--- src/rtl/subdivide_pkg.sv ---
// Shared types and constants for the subdivided-page leaf arbiter.
// Packet layout: bit VALID_BIT marks a live packet.
package subdivide_pkg;

    localparam int PACKET_W     = 49;
    localparam int VALID_BIT    = PACKET_W - 1;
    localparam int ADDR_SEL_DEF = 43;

    typedef logic [PACKET_W-1:0] packet_t;

    typedef enum logic {
        RR_P0 = 1'b0,
        RR_P1 = 1'b1
    } rr_t;

    function automatic logic pkt_valid(input packet_t p);
        return p[VALID_BIT];
    endfunction

endpackage

--- src/rtl/subdivide_rr_arb2.sv ---
// Two-requester round-robin grant with a registered priority pointer.
// Grant is combinational; the pointer moves only on a taken grant.
module subdivide_rr_arb2
    import subdivide_pkg::*;
(
    input  logic       clk,
    input  logic       reset_n,
    input  logic [1:0] req,
    input  logic       advance,
    output logic [1:0] grant
);

    rr_t rr;
    rr_t rr_next;

    // Priority pointer register, reset to requester 0.
    always_ff @(posedge clk) begin
        if (!reset_n) begin
            rr <= RR_P0;
        end else begin
            rr <= rr_next;
        end
    end

    // One-hot grant and pointer update after a taken grant.
    always_comb begin
        grant   = 2'b00;
        rr_next = rr;
        unique case (1'b1)
            (req == 2'b11): grant = (rr == RR_P0) ? 2'b01 : 2'b10;
            (req == 2'b01): grant = 2'b01;
            (req == 2'b10): grant = 2'b10;
            default:        grant = 2'b00;
        endcase
        if (advance && (|req)) begin
            rr_next = grant[0] ? RR_P1 : RR_P0;
        end
    end

endmodule

--- src/rtl/subdivide_leaf_arbiter.sv ---
// Merges two sub-page packet streams onto one BFT leaf and steers
// leaf traffic back by address bit. Option: SUBDIV_ARB_PERF_EN.
module subdivide_leaf_arbiter #(
    parameter int PACKET_W     = subdivide_pkg::PACKET_W,
    parameter int ADDR_SEL_BIT = subdivide_pkg::ADDR_SEL_DEF
) (
    input  logic                clk,
    input  logic                reset_n,
    input  logic [PACKET_W-1:0] din_leaf_bft2interface,
    output logic [PACKET_W-1:0] dout_leaf_interface2bft,
    input  logic                resend,
    input  logic [PACKET_W-1:0] sp_dout_0,
    input  logic [PACKET_W-1:0] sp_dout_1,
    output logic [PACKET_W-1:0] sp_din_0,
    output logic [PACKET_W-1:0] sp_din_1,
    output logic                sp_resend_0,
    output logic                sp_resend_1
`ifdef SUBDIV_ARB_PERF_EN
    ,
    output logic [31:0]         grant_cnt_0,
    output logic [31:0]         grant_cnt_1,
    output logic [31:0]         stall_cnt
`endif
);

    localparam int VB = PACKET_W - 1;

    logic [PACKET_W-1:0] sp_in    [2];
    logic [PACKET_W-1:0] slot_pkt [2];
    logic [1:0]          slot_full;
    logic [1:0]          sp_valid;
    logic [1:0]          grant;
    logic [1:0]          drain;
    logic                or_free;
    logic [PACKET_W-1:0] or_next;
    logic                dn_valid;
    logic                dn_sel;

    assign sp_in[0]    = sp_dout_0;
    assign sp_in[1]    = sp_dout_1;
    assign sp_valid    = {sp_dout_1[VB], sp_dout_0[VB]};
    assign or_free     = !dout_leaf_interface2bft[VB] || !resend;
    assign drain       = or_free ? grant : 2'b00;
    assign sp_resend_0 = slot_full[0];
    assign sp_resend_1 = slot_full[1];
    assign dn_valid    = din_leaf_bft2interface[VB];
    assign dn_sel      = din_leaf_bft2interface[ADDR_SEL_BIT];

    subdivide_rr_arb2 u_arb (
        .clk     (clk),
        .reset_n (reset_n),
        .req     (slot_full),
        .advance (or_free),
        .grant   (grant)
    );

    // Winner's packet, or an empty packet when no slot is full.
    always_comb begin
        or_next = '0;
        unique case (1'b1)
            grant[0]: or_next = slot_pkt[0];
            grant[1]: or_next = slot_pkt[1];
            default:  or_next = '0;
        endcase
    end

    // Slot flags: load when empty and offered, clear when drained.
    always_ff @(posedge clk) begin
        if (!reset_n) begin
            slot_full <= 2'b00;
        end else begin
            for (int i = 0; i < 2; i++) begin
                if (!slot_full[i] && sp_valid[i]) begin
                    slot_full[i] <= 1'b1;
                end else if (drain[i]) begin
                    slot_full[i] <= 1'b0;
                end
            end
        end
    end

    // Slot payloads are only meaningful while flagged full.
    always_ff @(posedge clk) begin
        for (int i = 0; i < 2; i++) begin
            if (!slot_full[i] && sp_valid[i]) begin
                slot_pkt[i] <= sp_in[i];
            end
        end
    end

    // Output register holds under leaf resend, else takes the winner.
    always_ff @(posedge clk) begin
        if (!reset_n) begin
            dout_leaf_interface2bft <= '0;
        end else if (or_free) begin
            dout_leaf_interface2bft <= or_next;
        end
    end

    // Downstream steering, one register stage, no backpressure.
    always_ff @(posedge clk) begin
        if (!reset_n) begin
            sp_din_0 <= '0;
            sp_din_1 <= '0;
        end else begin
            sp_din_0 <= (dn_valid && !dn_sel) ? din_leaf_bft2interface : '0;
            sp_din_1 <= (dn_valid && dn_sel) ? din_leaf_bft2interface : '0;
        end
    end

`ifdef SUBDIV_ARB_PERF_EN
    // Free-running wrap-around grant and stall counters.
    always_ff @(posedge clk) begin
        if (!reset_n) begin
            grant_cnt_0 <= '0;
            grant_cnt_1 <= '0;
            stall_cnt   <= '0;
        end else begin
            grant_cnt_0 <= grant_cnt_0 + {31'd0, drain[0]};
            grant_cnt_1 <= grant_cnt_1 + {31'd0, drain[1]};
            stall_cnt   <= stall_cnt + {31'd0, !or_free};
        end
    end
`endif

endmodule

--- config.mk ---
export PLATFORM = sky130hd
export DESIGN_NAME = subdivide_leaf_arbiter
export DESIGN_NICKNAME = d
export VERILOG_FILES = /design/src/rtl/subdivide_pkg.sv /design/src/rtl/subdivide_rr_arb2.sv /design/src/rtl/subdivide_leaf_arbiter.sv
export SDC_FILE = /design/constraint.sdc
export NUM_CORES = 1
export LEC_CHECK = 0
export BUFFER_PORTS_ARGS = -buffer_cell sky130_fd_sc_hd__clkbuf_2
export CORE_MARGIN = 2
export CORE_UTILIZATION = 44
export DETAILED_ROUTE_END_ITERATION = 8
export PLACE_DENSITY_LB_ADDON = 0.1
export SKIP_CTS_REPAIR_TIMING = 1
export SLEW_MARGIN = 20
export SYNTH_ARGS = -nofsm -noshare
export SYNTH_HDL_FRONTEND = slang
export SYNTH_HIERARCHICAL = 1
export SYNTH_SLANG_ARGS = --single-unit
export TNS_END_PERCENT = 30
--- constraint.sdc ---
create_clock -name clk -period 3.1 [get_ports clk]
set_input_delay 0 -clock clk [delete_from_list [all_inputs] [get_ports clk]]
set_output_delay 0 -clock clk [all_outputs]
set_load 0.02 [all_outputs]
**Word-level counts from Yosys, hierarchy flattened**

Memories as Yosys holds them, arrays and structs flattened.
Index checks and enable logic that the tools add are counted.

- Register bits: 150
- RAM bits: 98
- Bits of input ports: 150
- Output and inout bits: 149
- Word-level logic and storage cells: 39
- Memories kept: 1

Memories:

| memory | depth | bits a word | rd ports | clocked after Yosys merged registers in | wr ports | RTL line | text |
|---|---|---|---|---|---|---|---|
| slot_pkt | 2 | 49 | 2 | 0 | 2 | subdivide_leaf_arbiter.sv:29 | `logic [PACKET_W-1:0] slot_pkt [2];` |

- Equality and inequality tests: 3
- Mux-type cells: 13
- Reductions and logical operators: 16

Operators with widths:

| cell | number |
|---|---|
| $pmux 49 s2 | 1 |
| $mux 1 | 9 |
| $pmux 2 s3 | 1 |
| $logic_and 1x1->1 | 5 |
| $logic_not 1->1 | 5 |
| $eq 2x2->1 const B | 2 |
| $mux 2 | 2 |
| $reduce_and 2->1 | 2 |
| $reduce_bool 2->1 | 2 |
| $eq 2x1->1 const B | 1 |
| $reduce_or 2->1 | 1 |
| $logic_or 1x1->1 | 1 |

**Logic depth before layout (Yosys ltp)**

- Word-level depth: 5
- Gate-level depth with buffers: 6
- Mapped depth without buffers: 4

**Cells and area by module**

The synthesis kept the hierarchy.

Modules (own cells, without submodules):

| module | times used | cells an instance | area each (µm²) | sequential area each (µm²) |
|---|---|---|---|---|
| subdivide_leaf_arbiter | 1 | 543 | 7880.1 | 5925.7 |
| subdivide_rr_arb2 | 1 | 7 | 61.3 | 20.0 |

**Worst setup path after synthesis**

Ideal clock, no wire load.

- Path type: reg-to-reg
- Start: reg slot_full[1]
- End: mem slot_pkt[1][0], in the netlist slot_pkt[0][49] (enable)
- Library setup time: 461 ps
- Arrival: 2614 ps
- Required time: 2639 ps
- Slack: 25 ps
- Cell stages (with the launch flop): 2
- Path buffers: 0
- Clock period less this slack: 3075 ps
- Cell sequence: dfxtp_1 > nor2b_1

RTL lines:

| element | RTL line | text |
|---|---|---|
| start, declared | subdivide_leaf_arbiter.sv:30 | `logic [1:0] slot_full;` |
| start signal, assigned | subdivide_leaf_arbiter.sv:70 | `slot_full <= 2'b00;` |
| start signal, assigned by index | subdivide_leaf_arbiter.sv:74 | `slot_full[i] <= 1'b1;` |
| start signal, assigned by index | subdivide_leaf_arbiter.sv:76 | `slot_full[i] <= 1'b0;` |
| end, declared | subdivide_leaf_arbiter.sv:29 |  |

**Final worst setup path**

- Start: reg slot_full[0]
- End: reg dout_leaf_interface2bft[41]

- Word-level cells in the longest chain between the ends: 3
- Elaborated cells between the ends (all ways): 5
- Classes of those cells: 3 x eq/ne; 2 x mux

RTL lines:

| element | RTL line | text |
|---|---|---|
| $eq 2x2->1, or another cell as far along | subdivide_rr_arb2.sv:32 | `(req == 2'b10): grant = 2'b10;` |
| $pmux 2 s3 (*) | subdivide_rr_arb2.sv:29 | `unique case (1'b1)` |
| named net grant[0] | subdivide_leaf_arbiter.sv:32 | `logic [1:0] grant;` |
| $pmux 49 s2 (*) | subdivide_leaf_arbiter.sv:60 | `unique case (1'b1)` |
| end signal, assigned | subdivide_leaf_arbiter.sv:96 | `dout_leaf_interface2bft <= or_next;` |
| end, declared | subdivide_leaf_arbiter.sv:10 | `output logic [PACKET_W-1:0] dout_leaf_interface2bft,` |

Mark *: on every way through the listed nets, which the timed path passes. The rest lies on a longest branch.
A chain may end at the register's enable or synchronous reset.

==> summary.md <==
| Metric | Value |
|---|---|
| Inserted Diodes | 0 |
| FF/Latch Area | 0.005947 mm2 |
| Leakage | 5.135 nW |
| Post-Syn Area | 0.007941 mm2 |
| Critical path type | reg2reg |
| Worst slew margin | 0.2821 |
| CP Max Fanout | 35 |
| Sink Count | 248 |
| Synthesized area per cell | 14.44 um2 |
| Initial core utilization | 0.4451 |
| CP top delay family | compound AO/OA/AOI/OAI gates |
| Remaining antenna violation count | 0 |
| CP Data Arrival Time | 2.56 ns |
| R2r endpoint | dout_leaf_interface2bft[41] |
| Total power | 7.496 mW |
| Max cap viols | 0 |
| Worst-path cell chain | a21boi_4 -> buf_4 -> a222oi_1 -> a211oi_1 |
| Setup Skew | 0.007834 ns |
| Post-layout net count | 1,142 |
| First DRT Iteration DRCs | 481 |
| Clock Latency Late Sink | 0.51 ns |
| Critical Path End Type | register |
| Footprint of the multi-input gates | 0.001634 mm2 |
| Worst Setup SP | slot_full[0] |
| Vias in the first global route | 5,865 |
| Root Driver | clkbuf_16 |
| Die Y | 138.3 um |
| Syn nets | 700 |
| Cell area after layout | 0.01198 mm2 |
| Worst setup SP type | register |
| Fin crit share | 0.6964 |
| Hold crit path type | in2reg |
| Layout area overhead | 50.91% |
| Fraction of layout cells with a size suffix above 1 | 0.3630 |
| Synth Instances | 550 |
| Fillers | 1,331 |
| Sequential share of the synthesized area | 0.7487 |
| Crit path largest cell delay | 0.52 ns |
| Async S/R FF share, synth | 0 |
| H-tree levels | 1 |
| Port bufs | 298 |
| Antenna violations before repair | 0 |
| Worst-Margin Slew | 1.077 ns |
| Num CTS Buffers | 26 |
| Placed instance area | 0.009646 mm2 |
| Fin. max-slew vios | 0 |
| CP required | 3.50 ns |
| R2R Setup Slk | 0.94 ns |
| Crit Reg-Reg Startpoint | slot_full[0] |
| Final hold vios | 0 |
| Status | finished clean |
| Max VDD drop | 0.4902 mV |
| Number of buffers and inverters on the critical path | 1 |
| CTS Buffer Depth | 3 |
| Post-Route WL | 22,490 um |
| Core area | 0.01784 mm2 |
| Wire length per cell | 18.14 um |
| Synth Register Bits | 248 |
| Pwr dens | 625.5 mW/mm2 |
| GRT Residual Overflow | 0 |
| Worst-path clk slew | 0.06 ns |
| CTS tree | yes |
| Overall die area | 0.01914 mm2 |
| Number of synthesized flops with an enable pin | 98 |
| Detail Placement HPWL | 13,760 um |
| GRT Util Overall | 0.2097 |
| Post-synth top flop | dfxtp_1 |
| CP Capture Point | dout_leaf_interface2bft[41] |
| Gpl congestion | 0.7613 |
| Largest net degree at the start of global routing | 50 |
| R2R depth | 4 |
| RSZ-0062 raised after global routing | false |
| Via/cell ratio | 5.015 |
| Num rows | 49 |
| DRT Pass-1 Iters | 5 |
| Netlist cell types | 23 |
| Routed vias | 6,218 |
| Setup TNS | 0 ns |
| IO Pins | 299 |
| Number of synthesis warnings | 6 |
| Setup Viol. Count Final | 0 |
| Min cycle time layout | 2.159 ns |
| Die X | 138.3 um |
| CP max stage cell | dfxtp_1 |
| Critical path depth in cells | 4 |
| Fmax achieved | 463.2 MHz |
| Layout Utilization | 0.6717 |
| First-pass GRT wire length | 32,060 um |
| DRC viols | 0 |
==> cells by family (layout without fill, tap and decap cells) <==
logic type,after synthesis,count (layout),synth area share
DFF,248,248,0.7487
AOI/OAI and AO/OA,105,105,0.1196
and+or+nand+nor,102,102,0.08082
buffers and inverters,94,555,0.05042
other,1,1,0.0004722
==> cell usage in the layout, fill, tap and decap left out, types with 2 or more instances in the layout <==
cell / instances
a211oi_1: 38
a211oi_2: 10
a21boi_4: 2
a222oi_1: 48
a31oi_1: 2
and2_1: 94
and3_1: 2
buf_4: 10
clkbuf_1: 5
clkbuf_16: 28
clkbuf_2: 298
clkbuf_8: 8
clkinv_1: 2
clkinv_2: 4
dfxtp_1: 149
dlygate4sd3_1: 148
edfxtp_1: 98
inv_1: 49
inv_2: 2
nor2b_4: 2
o21ai_0: 2
==> layer usage <==
| metal | global-route usage | share of wire |
|---|---|---|
| met1 | 0.2534 | 0.37 |
| met2 | 0.3572 | 0.51 |
| met3 | 0.07066 | 0.086 |
| met4 | 0.06391 | 0.028 |
| met5 | 0 | 0 |
==> where the power goes <==
group          switching, mW  total [mW]  internal [mW]
Combinational          0.448       0.820          0.372
Clock                   1.20        3.02           1.82
Sequential            0.0733        3.65           3.58
==> worst reg2reg max path, cell delays in order, from the launching register on <==
cell and delay [ns]:
dfxtp_1 0.52, a21boi_4 0.51, buf_4 0.49, a222oi_1 0.20
a211oi_1 0.31
==> flip-flops by register name (all words and copies together), names as in the netlist <==
name and count:
dout_leaf_interface2bft 49, sp_din_1 49, sp_din_0 49, u_arb/rr 1, slot_full 2, slot_pkt 98
==> stage by stage <==
step	instances	worst slack (ns)	hold WS [ns]
after floorplan	550	0.02545	0.09887
after global placement	1045	1.148	0.1791
after detailed placement	1045	0.9974	0.1786
after CTS	1092	0.9812	-0.3675
after global routing	1240	0.8396	0.1821
final	1240	0.9413	0.1987
==> worst min path at each step <==
stage,cells past startpoint,to,from,slack [ns]
6_report,2,slot_pkt[0][78],sp_dout_1[29],0.20
5_1_grt,2,slot_pkt[0][34],sp_dout_0[34],0.18
4_1_cts,1,slot_pkt[0][89],sp_dout_1[40],-0.37
3_5_place_dp,1,slot_pkt[0][7],sp_dout_0[7],0.18
3_3_place_gp,1,slot_pkt[0][7],sp_dout_0[7],0.18
2_1_floorplan,0,slot_pkt[0][0],sp_dout_0[0],0.1
==> cell type report <==
class                           instances  area share
Timing Repair Buffer                  457      0.2560
Tap cell                              229     0.02391
Clock inverter                          6    0.002297
Sequential cell                       248      0.4962
Inverter                               51     0.01597
Multi-Input combinational cell        208      0.1364
Clock buffer                           41     0.06922
==> cells in the mapped netlist (2+ instances only) <==
cell      count  area [um2]
a211oi_1     38       285.3
a211oi_2     10       125.1
a21boi_0      2       15.01
a222oi_1     48       480.5
a31oi_1       2       12.51
and2_1       95       594.3
and3_1        2       12.51
buf_2        26       130.1
buf_6         2       22.52
clkbuf_1     15       56.30
dfxtp_1     150        3003
edfxtp_1     98        2943
inv_1        50       187.7
nor2b_1       2       12.51
o21ai_0       2       10.01
No activity file was read; power rests on OpenSTA's default activity.
